[config.mk]
export PLATFORM = sky130hd
export DESIGN_NAME = bldc_duty_slew_limiter
export DESIGN_NICKNAME = d
export VERILOG_FILES = /design/src/rtl/bldc_duty_slew_limiter.sv
export SDC_FILE = /design/constraint.sdc
export NUM_CORES = 1
export LEC_CHECK = 0
export ABC_AREA = 1
export CAP_MARGIN = 20
export CORE_ASPECT_RATIO = 0.5
export CORE_MARGIN = 2
export CORE_UTILIZATION = 40
export DETAILED_ROUTE_END_ITERATION = 8
export GPL_TIMING_DRIVEN = 0
export MAX_ROUTING_LAYER = met4
export SLEW_MARGIN = 0
export SYNTH_ARGS = -nofsm -noshare
export SYNTH_HDL_FRONTEND = slang
export SYNTH_SLANG_ARGS = --single-unit
[constraint.sdc]
create_clock -name clk -period 4.2 [get_ports clk]
set_clock_uncertainty 0.05 [all_clocks]
set_input_delay 0.63 -clock clk [delete_from_list [all_inputs] [get_ports clk]]
set_output_delay 0.63 -clock clk [all_outputs]
set_load 0.005 [all_outputs]
[src/rtl/bldc_duty_slew_limiter.sv]
// -----------------------------------------------------------------------------
// bldc_duty_slew_limiter
//
// Conditions the sign-magnitude duty command from the host before it reaches
// the motor stage. The output magnitude moves toward the latched target by STEP
// LSBs once every TICK_DIV clocks. A direction change always ramps through
// zero first. A command watchdog forces the target to zero when the host stops
// writing.
//
// Ports
//   clk         system clock, rising edge
//   rst_n       asynchronous active-low reset
//   en          channel enable; low clears everything on the next clock
//   cmd_duty    target duty, bit[DUTY_WIDTH-1]=dir, low bits=magnitude
//   cmd_valid   one-clock strobe: latch cmd_duty and kick the watchdog
//   duty_cycle  slew-limited duty to the motor stage (registered)
//   at_target   duty_cycle equals the normalised target while enabled
//   reversing   ramping toward zero ahead of a direction change
//   timeout     watchdog expired; ramping toward zero
// -----------------------------------------------------------------------------
module bldc_duty_slew_limiter #(
    parameter int DUTY_WIDTH = 10,
    parameter int STEP       = 4,
    parameter int TICK_DIV   = 64,
    parameter int WDT_CYCLES = 18432
) (
    input  logic                  clk,
    input  logic                  rst_n,
    input  logic                  en,
    input  logic [DUTY_WIDTH-1:0] cmd_duty,
    input  logic                  cmd_valid,
    output logic [DUTY_WIDTH-1:0] duty_cycle,
    output logic                  at_target,
    output logic                  reversing,
    output logic                  timeout
);

    localparam int MW = DUTY_WIDTH - 1;
    localparam int PW = (TICK_DIV > 1) ? $clog2(TICK_DIV) : 1;
    localparam int WW = (WDT_CYCLES > 1) ? $clog2(WDT_CYCLES) : 1;
    localparam logic [PW-1:0]         PRESC_LAST = PW'(TICK_DIV - 1);
    localparam logic [WW-1:0]         WDT_LAST   = WW'(WDT_CYCLES - 1);
    localparam logic [DUTY_WIDTH-1:0] STEP_W     = DUTY_WIDTH'(STEP);

    typedef enum logic [1:0] {IDLE, RAMP, REVERSE, TIMEOUT} state_t;

    state_t                state, state_next;
    logic [PW-1:0]         presc;
    logic [WW-1:0]         wdt;
    logic [DUTY_WIDTH-1:0] target, target_next, duty_next, cmd_norm;
    logic                  reversing_next, timeout_next, at_target_next;
    logic                  tick, expire;
    logic                  out_dir, tgt_dir;
    logic [DUTY_WIDTH-1:0] out_mag, tgt_mag, mag_up, mag_dn, ramp_mag;

    // A zero magnitude is always encoded as all-zero, whatever the dir bit.
    function automatic logic [DUTY_WIDTH-1:0] pack_duty(input logic dir,
                                                        input logic [DUTY_WIDTH-1:0] mag);
        pack_duty = (mag == '0) ? '0 : {dir, mag[MW-1:0]};
    endfunction

    // Magnitudes are widened to the full word so +STEP cannot wrap.
    assign out_dir  = duty_cycle[DUTY_WIDTH-1];
    assign out_mag  = {1'b0, duty_cycle[MW-1:0]};
    assign tgt_dir  = target[DUTY_WIDTH-1];
    assign tgt_mag  = {1'b0, target[MW-1:0]};
    assign mag_up   = out_mag + STEP_W;
    assign mag_dn   = (out_mag > STEP_W) ? (out_mag - STEP_W) : '0;
    assign cmd_norm = pack_duty(cmd_duty[DUTY_WIDTH-1], {1'b0, cmd_duty[MW-1:0]});
    assign tick     = (presc == PRESC_LAST);

    // One step toward the target magnitude, never overshooting it.
    always_comb begin
        ramp_mag = out_mag;
        if (out_mag < tgt_mag) begin
            ramp_mag = (mag_up > tgt_mag) ? tgt_mag : mag_up;
        end else if (out_mag > tgt_mag) begin
            ramp_mag = (mag_dn < tgt_mag) ? tgt_mag : mag_dn;
        end
    end

    // cmd_valid on the expiry clock counts as a kick, so no timeout then.
    assign expire = ((state == RAMP) || (state == REVERSE)) && (wdt == WDT_LAST) && !cmd_valid;

    always_comb begin
        state_next     = state;
        target_next    = target;
        duty_next      = duty_cycle;
        reversing_next = reversing;
        timeout_next   = timeout;
        at_target_next = 1'b0;
        if (!en) begin
            state_next     = IDLE;
            target_next    = '0;
            duty_next      = '0;
            reversing_next = 1'b0;
            timeout_next   = 1'b0;
        end else begin
            // The tick below always works from the old target, so a new
            // command only influences the following tick.
            if (cmd_valid) begin
                target_next = cmd_norm;
            end
            case (state)
                IDLE: begin
                    duty_next  = '0;
                    state_next = RAMP;
                end
                RAMP: begin
                    if (tick) begin
                        if ((out_mag == '0) || (out_dir == tgt_dir)) begin
                            duty_next = pack_duty(tgt_dir, ramp_mag);
                        end else begin
                            // The first reversal tick already steps down; if
                            // that lands on zero the reversal is complete.
                            duty_next = pack_duty(out_dir, mag_dn);
                            if (mag_dn != '0) begin
                                state_next     = REVERSE;
                                reversing_next = 1'b1;
                            end
                        end
                    end
                end
                REVERSE: begin
                    if (tick) begin
                        duty_next = pack_duty(out_dir, mag_dn);
                        if (mag_dn == '0) begin
                            state_next     = RAMP;
                            reversing_next = 1'b0;
                        end
                    end
                end
                default: begin // TIMEOUT
                    if (tick) begin
                        duty_next = pack_duty(out_dir, mag_dn);
                    end
                    if (cmd_valid) begin
                        timeout_next = 1'b0;
                        if ((duty_next != '0) && (duty_next[DUTY_WIDTH-1] != cmd_norm[DUTY_WIDTH-1])) begin
                            state_next     = REVERSE;
                            reversing_next = 1'b1;
                        end else begin
                            state_next = RAMP;
                        end
                    end else begin
                        target_next = '0;
                    end
                end
            endcase
            if (expire) begin
                state_next     = TIMEOUT;
                target_next    = '0;
                timeout_next   = 1'b1;
                reversing_next = 1'b0;
            end
            at_target_next = (duty_next == target_next);
        end
    end

    always_ff @(posedge clk or negedge rst_n) begin
        if (!rst_n) begin
            state      <= IDLE;
            presc      <= '0;
            wdt        <= '0;
            target     <= '0;
            duty_cycle <= '0;
            at_target  <= 1'b0;
            reversing  <= 1'b0;
            timeout    <= 1'b0;
        end else begin
            state      <= state_next;
            target     <= target_next;
            duty_cycle <= duty_next;
            at_target  <= at_target_next;
            reversing  <= reversing_next;
            timeout    <= timeout_next;
            if (!en || tick) begin
                presc <= '0;
            end else begin
                presc <= presc + 1'b1;
            end
            // Saturates at the expiry count so TIMEOUT is not re-entered.
            if (!en || cmd_valid) begin
                wdt <= '0;
            end else if (wdt != WDT_LAST) begin
                wdt <= wdt + 1'b1;
            end
        end
    end

endmodule
==> results of run 1 <==
-- worst paths after layout --
kind	endpoint	slack, ns	depth (start not counted)
setup / recovery	at_target	0.28	27
hold / removal	wdt[9]	0.15	1
setup reg to reg	at_target	0.28	27
hold reg to reg	presc[0]	0.42	1
max in group asynchronous	duty_cycle[3]	3.46	2
min in group clk	presc[0]	0.42	1
-- registers in the layout (all words and copies together) (netlist names) --
signal and flops:
duty_cycle 10, at_target 1, target 10, state 2, reversing 1, timeout 1, wdt 15, presc 6
-- worst max-delay path, delay by kind of cell, from the launching register on --
family,cells,cell delay [ns]
buf+inv,4,0.50
simple gates,20,2.14
compound gates,1,0.17
fa+ha+maj,2,0.53
flops,1,0.46
-- metal layers --
layer,routed length (um),up-vias,track usage [%]
met2,5390,85,35.0
met1,6010,1990,30.6
met5,0,-,-
met4,177,0,4.95
li1,-,2233,-
met3,521,15,2.93
-- repair_timing --
| action | CTS | global route |
|---|---|---|
| hold buffers | 0 | 0 |
| endpoints found under the setup margin | 0 | 2 |
| setup buffers | 0 | 7 |
| gates resized for setup | 0 | 4 |
-- cell type report --
class,instances,area (sq um)
Timing Repair Buffer,34,338
Tap cell,140,175
Sequential cell,46,1150
Multi-Input combinational cell,503,2670
Fill cell,1105,5310
Clock inverter,2,37.5
Clock buffer,6,129
Buffer,12,50.0
Inverter,94,353
-- where the power goes --
part	total [W]	internal [W]	switching, W
logic	0.000417	0.000137	0.000281
registers	0.000495	0.000472	0.0000227
clock network	0.000455	0.000281	0.000174
-- cells by family after synthesis --
kind of cell,count (synthesis)
flip-flops,46
XOR/XNOR,7
buffers and inverters,106
AND/OR/NAND/NOR,352
adder cells (fa/ha/maj),33
AO/OA/AOI/OAI,111
-- per-stage QoR --
stage               hold WS, ns  area, sq um  setup slack [ns]  util (%)  power [W]
global placement          0.403         4650             0.123      45.5   0.000914
detailed placement        0.426         4660             0.132      45.6   0.000917
CTS                       0.155         4830             0.103      47.3    0.00137
global route              0.165         4900            0.0170      48.0    0.00145
finish                    0.151         4900             0.276      48.0    0.00137
floorplan                 0.284         4210             0.872         -   0.000785
-- cells in the final DEF (no fill, tap or decap), types with 3 or more instances in the layout --
master,instances
nand2_2,6
nor4_1,5
inv_1,87
clkinv_1,3
buf_4,5
clkbuf_1,9
nor2_1,67
o21ai_0,36
clkbuf_16,5
a31oi_1,3
nor3_1,16
o21ai_1,6
nand2_1,161
o21a_1,3
clkdlybuf4s50_1,25
ha_1,33
buf_2,5
o211ai_1,4
inv_2,4
nand4_1,11
a21oi_1,51
xor2_1,5
nand3_1,70
dfrtp_1,44
==> out/summary.txt, run 1 <==
Layout cells sized above 1: 6.60%
Syn Nets: 702
Min cycle time layout: 3.92 ns
Synth Area in Adders: 9.80%
Top cells by area, synth: dfrtp_1 27%, nand2_1 14%, ha_1 9.8%
Initial drt markers: 246
Post-synthesis mux area share: 0%
Root Buffer: clkbuf_16
Worst-Margin Slew: 0.669 ns
Non-filler cells, final: 837
RSZ-0062 raised after global routing: no
Die X: 149 um
Final wirelength: 12100 um
Vias per cell: 5.16
Synth top area share: 27.3%
Total track usage: 22.2%
Vias in the first global route: 4035
Crit path top cell by count: nand2_1
Status: completed
Worst path arrival time: 4.09 ns
Fin crit share: 93.4%
Cell Rows: 26
Most frequent cell after synthesis: nand2_1
Number of CTS-inserted buffers: 5
Average size of a mapped cell: 6.43 sq um
CTS tree: done
Synthesized cell area: 4210 sq um
Skew-Pair Late Insertion Delay: 0.29 ns
First-pass GRT wire length: 19600 um
Placed Cells: 822
Slowest cell on crit path: dfrtp_2
Max-slew violations: 0
Cells after Synth: 655
Reg2reg start: duty_cycle[2]
Setup_tns: 0 ns
Largest area contributor in the synthesized netlist: dfrtp_1
Post-synth ARST share: 100%
GRT overflow: 0
H-tree depth: 2
Post-synth EDFFs: 0
First-pass detailed-route iteration total: 5
Die Y: 76.6 um
Initial antenna violation count: 0
Post-synthesis compound-gate area fraction: 14.2%
Nets@finish: 743
CTS Buffer Depth: 2
Sequential share of the synthesized area: 27.3%
Headroom to the max-slew limit: 55.3%
Fin. Hold Viols: 0
DRC: 0
WS Path Type: flip-flop to flip-flop
Leakage dissipation: 2.42 nW
CP startpoint kind: flip-flop
Pwr/cell area: 279 nW/um^2
CP Launch Point: duty_cycle[2]
Type of the most critical hold path: input pin to async pin
Unique masters post-synth: 38
WL per Instance: 14.4 um
XOR/XNOR Fraction of Synth Area: 1.46%
Via count: 4323
Io pins: 27
Worst-path fanout max: 10
IO buf count: 26
Hpwl dp: 9530 um
Largest family of logic cells by synthesized area: simple AND/OR/NAND/NOR gates
# diodes: 0
Dominant synthesized flop cell: dfrtp_1
CTS sink cnt: 46
Pin count of the biggest net entering global routing: 38
Final setup viols: 0
Area grow syn2layout: 16.4%
Synth top cells by count: 161 x nand2_1, 87 x inv_1, 70 x nand3_1
Req. time, crit path: 4.37 ns
CP peak stage delay: 0.46 ns
VDD IR-drop max: 0.249 mV
Final ANT Viol Nets: 0
Critical Path End Type: flip-flop
Max Clock Freq: 0.255 GHz
Post-Synth Simple-Gate Area: 37.6%
Seq cells post-synth: 46
Core area: 10200 sq um
Initial core utilization: 41.2%
Max-cap viol count: 0
Area of the die: 11400 sq um
Gpl congestion: 0.959
YS warnings: 0
Reg clk slew, reported paths: 0.07 ns
(Power assumes the default switching activity.)
==> inputs of run 2 (changes only) <==
--- a/config.mk
+++ b/config.mk
@@ -6,10 +6,11 @@
 export NUM_CORES = 1
 export LEC_CHECK = 0
 export ABC_AREA = 1
-export CAP_MARGIN = 20
+export CAP_MARGIN = 30
 export CORE_ASPECT_RATIO = 0.5
-export CORE_MARGIN = 2
+export CORE_MARGIN = 3
 export CORE_UTILIZATION = 40
+export CTS_BUF_LIST = sky130_fd_sc_hd__clkbuf_16
 export DETAILED_ROUTE_END_ITERATION = 8
 export GPL_TIMING_DRIVEN = 0
 export MAX_ROUTING_LAYER = met4
==> run 2 against run 1 <==
Against the previous run: cell count is 0.84% lower; sequential power hardly changed; maximum frequency is 2.0% higher; register-to-register slack better by 0.08 ns; hold slack worse by 0.0055 ns; core utilization is 1.5 points higher; critical path type unchanged.
==> out/summary.txt, run 2 (synthesis results as in run 1) <==
Initial antenna violation count: 0
Req. time, crit path: 4.36 ns
Root Buffer: clkbuf_16
Filler cell count: 1068
CP cell instances: inv_2, ha_1, inv_1, nand2_1, nand2_4, inv_1, nor3b_4, ha_1, and3_1, nand4_1, nand3_1, nor2_8, clkbuf_2, nand3_1, nand3_1, nand2_1, o21ai_1, nand2_1, nand3_1, nand4_1, nor2_1, nand2_1, nor3_2
CTS tree: done
Reg-to-reg endpoint: at_target
Worst path arrival time: 4.01 ns
Clk pwr share: 30.2%
DP Worst Slack: 0.159 ns
Register name with the most flops: wdt
Worst-Margin Slew: 0.753 ns
Min Hold Slack: 0.145 ns
VDD IR-drop max: 0.187 mV
Max FFs per register: 15
Slowest cell on crit path: dfrtp_2
WS Path Type: flip-flop to flip-flop
Gpl congestion: 0.933
First-pass GRT wire length: 20200 um
Die X: 151 um
CTS sink cnt: 46
Die Y: 78.6 um
Final ANT Viol Nets: 0
Max-slew violations: 0
Max Clock Freq: 0.260 GHz
IO buf count: 26
Initial core utilization: 42.9%
Final wirelength: 12000 um
GRT overflow: 0
WL per Instance: 14.5 um
Type of the most critical hold path: input pin to async pin
Reg clk slew, reported paths: 0.07 ns
Post-layout util: 49.5%
Reg power frac: 37.8%
Vias per cell: 5.20
Worst-path fanout max: 8
Core area: 9820 sq um
Reg2reg start: duty_cycle[2]
Pwr/cell area: 270 nW/um^2
Multi-input gate area: 2670 sq um
Total track usage: 22.0%
Via count: 4319
Fin crit share: 91.6%
Commonest non-fill, non-tap cell in the layout: nand2_1
Area grow syn2layout: 15.4%
Layout cells sized above 1: 6.47%
Top Registers: wdt (15), duty_cycle (10), target (10)
Headroom to the max-slew limit: 49.6%
# diodes: 0
Seq. cell area: 1150 sq um
Cell Rows: 25
Critical Path End Type: flip-flop
Vias in the first global route: 4058
Internal power: 0.000827 W
Final worst setup slack: 0.353 ns
Number of CTS-inserted buffers: 5
Overall Power: 0.00131 W
Leakage dissipation: 2.41 nW
CP peak stage delay: 0.47 ns
Initial drt markers: 319
Commonest cells after routing, fill and taps aside: 161 x nand2_1, 87 x inv_1, 70 x nand3_1
Area of the die: 11900 sq um
Skew-Pair Late Insertion Delay: 0.29 ns
Max-cap viol count: 0
Sw frac: 37.0%
Min cycle time layout: 3.85 ns
Final setup viols: 0
Psw: 0.000485 W
CP startpoint kind: flip-flop
Combinational cell fraction of total power: 32.1%
Worst R2R Setup Slack: 0.35 ns
Io pins: 27
RSZ-0062 raised after global routing: no
H-tree depth: 2
Setup_tns: 0 ns
Worst reg2reg path depth: 23
Status: completed
CTS Buffer Depth: 2
DRC: 0
Hpwl dp: 9540 um
Nets@finish: 741
Fin. Hold Viols: 0
First-pass detailed-route iteration total: 5
Pin count of the biggest net entering global routing: 38
run 2: worst max path at each step:
stage / from / end / slack, ns
finish: duty_cycle[2] / at_target / 0.35
global route: duty_cycle[4] / at_target / 0.03
CTS: duty_cycle[2] / at_target / 0.12
detailed placement: duty_cycle[2] / at_target / 0.16
global placement: duty_cycle[2] / at_target / 0.13
floorplan: duty_cycle[2] / at_target / 0.87
run 2: layout make-up:
cell class / count / share of cell area (%)
Buffer: 12 / 1.03
Inverter: 94 / 7.26
Timing Repair Buffer: 32 / 6.64
Sequential cell: 46 / 23.7
Tap cell: 135 / 3.47
Clock buffer: 5 / 2.57
Multi-Input combinational cell: 503 / 54.9
Clock inverter: 3 / 0.360
run 2: critical path, delay by kind of cell (launching register included):
kind                     cells  cell delay (ns)
AND/OR/NAND/NOR             16             2.09
buffers and inverters        4             0.54
adder cells (fa/ha/maj)      2             0.50
flip-flops                   1             0.47
AO/OA/AOI/OAI                1             0.13
run 2: layer usage:
layer / wire, um / track usage (%) / vias up
met5: 0 / - / -
met4: 136 / 4.16 / 0
met3: 626 / 2.65 / 14
met2: 5260 / 33.8 / 111
met1: 6000 / 31.4 / 1963
li1: - / - / 2231
run 2: repair_timing:
action,in CTS,in global routing
setup buffers,0,5
hold buffers,0,0
setup endpoints to repair,0,2
gates resized for setup,0,6
run 2: power by group through the flow:
stage / logic (W) / registers [W] / clock network (W)
2_1_floorplan: 0.000287 / 0.000498 / 0
3_3_place_gp: 0.000412 / 0.000504 / 0
3_5_place_dp: 0.000417 / 0.000503 / 0
4_1_cts: 0.000419 / 0.000495 / 0.000404
5_1_grt: 0.000476 / 0.000500 / 0.000425
6_report: 0.000421 / 0.000496 / 0.000396
run 2: per-stage QoR:
step	cells	instance area [sq um]
after global routing	830	4860
after floorplan	655	4210
after detailed placement	817	4660
after global placement	816	4640
after CTS	825	4800
final	830	4860
==> inputs of run 3 (changes only) <==
--- a/config.mk
+++ b/config.mk
@@ -14,7 +14,6 @@
 export DETAILED_ROUTE_END_ITERATION = 8
 export GPL_TIMING_DRIVEN = 0
 export MAX_ROUTING_LAYER = met4
-export SLEW_MARGIN = 0
 export SYNTH_ARGS = -nofsm -noshare
 export SYNTH_HDL_FRONTEND = slang
 export SYNTH_SLANG_ARGS = --single-unit
==> constraint.sdc (replaced) <==
create_clock -name clk -period 4.1 [get_ports clk]
set_clock_uncertainty 0.05 [all_clocks]
set_input_delay 0.615 -clock clk [delete_from_list [all_inputs] [get_ports clk]]
set_output_delay 0.615 -clock clk [all_outputs]
set_load 0.005 [all_outputs]
==> run 3 against run 2 <==
Against the previous run: sequential power up 2%; maximum frequency up 0.50%; sequential share of layout area about the same; hold slack worse by 0.016 ns; worst setup slack worse by 0.081 ns; sequential cell count unchanged; total power up 2.4%; critical path depth unchanged; wire length up 0.40%; highest routed layer unchanged.
==> out/summary.txt, run 3 (synthesis results as in run 1) <==
Status: completed
Worst-Margin Slew: 0.756 ns
Gpl congestion: 0.933
Worst R2R Setup Slack: 0.27 ns
Met1 WL: 6070 um
First-pass GRT wire length: 20200 um
Layout cells sized above 1: 6.76%
Req. time, crit path: 4.26 ns
Cell Rows: 25
CTS sink cnt: 46
Worst-path fanout max: 8
WS Path Type: flip-flop to flip-flop
Vias per cell: 5.16
Leakage dissipation: 2.42 nW
Total track usage: 22.0%
Io pins: 27
Commonest cells after routing, fill and taps aside: 161 x nand2_1, 87 x inv_1, 69 x nand3_1
Die Y: 78.6 um
Nets@finish: 741
Fin crit share: 93.4%
Reg-to-reg endpoint: at_target
IO buf count: 26
Number of CTS-inserted buffers: 5
Register name with the most flops: wdt
Highest routed layer: met4
Setup_tns: 0 ns
Seq. cell area: 1150 sq um
Reg2reg start: duty_cycle[2]
Met2 WL post-DR: 5260 um
Crit path buf inv count: 4
Final worst setup slack: 0.272 ns
Filler cell count: 1068
Core area: 9820 sq um
Met3 WL: 630 um
Area grow syn2layout: 15.6%
Commonest non-fill, non-tap cell in the layout: nand2_1
Slowest cell on crit path: dfrtp_2
Worst path arrival time: 3.99 ns
Crit-path leading delay family: simple AND/OR/NAND/NOR gates
Final ANT Viol Nets: 0
Final wirelength: 12100 um
Root Buffer: clkbuf_16
Initial antenna violation count: 0
Fin. Hold Viols: 0
Area of the die: 11900 sq um
H-tree depth: 2
Via count: 4286
Post-CTS Hold Buffers: 0
Max FFs per register: 15
Hpwl dp: 9540 um
Multi-input gate area: 2680 sq um
Vias in the first global route: 4058
Reg clk slew, reported paths: 0.07 ns
Final setup viols: 0
Initial drt markers: 252
CP cell instances: inv_2, ha_1, inv_1, nand2_1, nand2_4, inv_1, nor3b_4, ha_1, a21o_1, a21oi_1, nand3_2, nor2_8, clkbuf_2, nand3_1, nand3_1, nand2_1, o21ai_1, nand2_1, nand3_1, nand4_1, nor2_1, nand2_1, nor3_2
Pin count of the biggest net entering global routing: 38
Die X: 151 um
Type of the most critical hold path: input pin to async pin
CP peak stage delay: 0.47 ns
# diodes: 0
Skew-Pair Late Insertion Delay: 0.29 ns
Max Clock Freq: 0.261 GHz
First-pass detailed-route iteration total: 5
Headroom to the max-slew limit: 49.4%
Initial core utilization: 42.9%
Critical Path End Type: flip-flop
Top Registers: wdt (15), duty_cycle (10), target (10)
GRT overflow: 0
Max-slew violations: 0
Min cycle time layout: 3.83 ns
CP startpoint kind: flip-flop
DP Worst Slack: 0.0589 ns
VDD IR-drop max: 0.192 mV
DRC: 0
CTS tree: done
WL per Instance: 14.6 um
Pwr/cell area: 276 nW/um^2
Crit path top cell by count: nand2_1
Max-cap viol count: 0
CTS Buffer Depth: 2
Worst reg2reg path depth: 23
-- run 3: cell type report --
| type | count | share of cell area [%] |
|---|---|---|
| buffer | 12 | 1.05 |
| clock buffer | 5 | 2.57 |
| sequential | 46 | 23.7 |
| timing repair buffer | 32 | 6.63 |
| clock inverter | 3 | 0.360 |
| tap | 135 | 3.47 |
| multi-input combinational | 503 | 55.0 |
| inverter | 94 | 7.25 |
-- run 3: worst register-to-register path, delay by kind of cell, from the launching register on --
kind                       cells  cell delay, ns
buffers and inverters          4            0.55
adders and majority gates      2            0.50
AOI/OAI and AO/OA              3            0.46
DFF                            1            0.47
and+or+nand+nor               14            1.75
-- run 3: routing by layer --
| metal | up-vias | global-route usage, % |
|---|---|---|
| met4 | 0 | 4.16 |
| met5 | - | - |
| met2 | 108 | 33.8 |
| li1 | 2233 | - |
| met3 | 11 | 2.65 |
| met1 | 1934 | 31.4 |
-- run 3: repair_timing --
action,4_1_cts,5_1_grt
setup buffers,0,5
endpoints found under the setup margin,0,2
resized for setup,0,9
-- run 3: per-stage QoR --
step | cell area, sq um | instances | power (W) | util (%) | hold WS, ns
floorplan | 4210 | 655 | 0.000804 | - | 0.269
global placement | 4640 | 816 | 0.000938 | 47.2 | 0.402
detailed placement | 4660 | 817 | 0.000943 | 47.4 | 0.404
CTS | 4800 | 825 | 0.00135 | 48.9 | 0.131
global route | 4870 | 830 | 0.00144 | 49.6 | 0.126
finish | 4870 | 830 | 0.00134 | 49.6 | 0.130
-- run 3: worst max path at each step --
| stage | from | endpoint | depth (start not counted) | slack, ns |
|---|---|---|---|---|
| final | duty_cycle[2] | at_target | 23 | 0.27 |
| after global routing | duty_cycle[2] | at_target | 25 | -0.01 |
| after CTS | duty_cycle[2] | at_target | 26 | 0.02 |
| after detailed placement | duty_cycle[2] | at_target | 24 | 0.06 |
| after global placement | duty_cycle[2] | at_target | 24 | 0.03 |
| after floorplan | duty_cycle[2] | at_target | 26 | 0.77 |
-- run 3: report_power, final --
part,leakage [nW],total [W],internal [W],switching [W]
clock network,0.0750,0.000406,0.000224,0.000182
logic,1.72,0.000431,0.000140,0.000290
registers,0.625,0.000508,0.000483,0.0000244
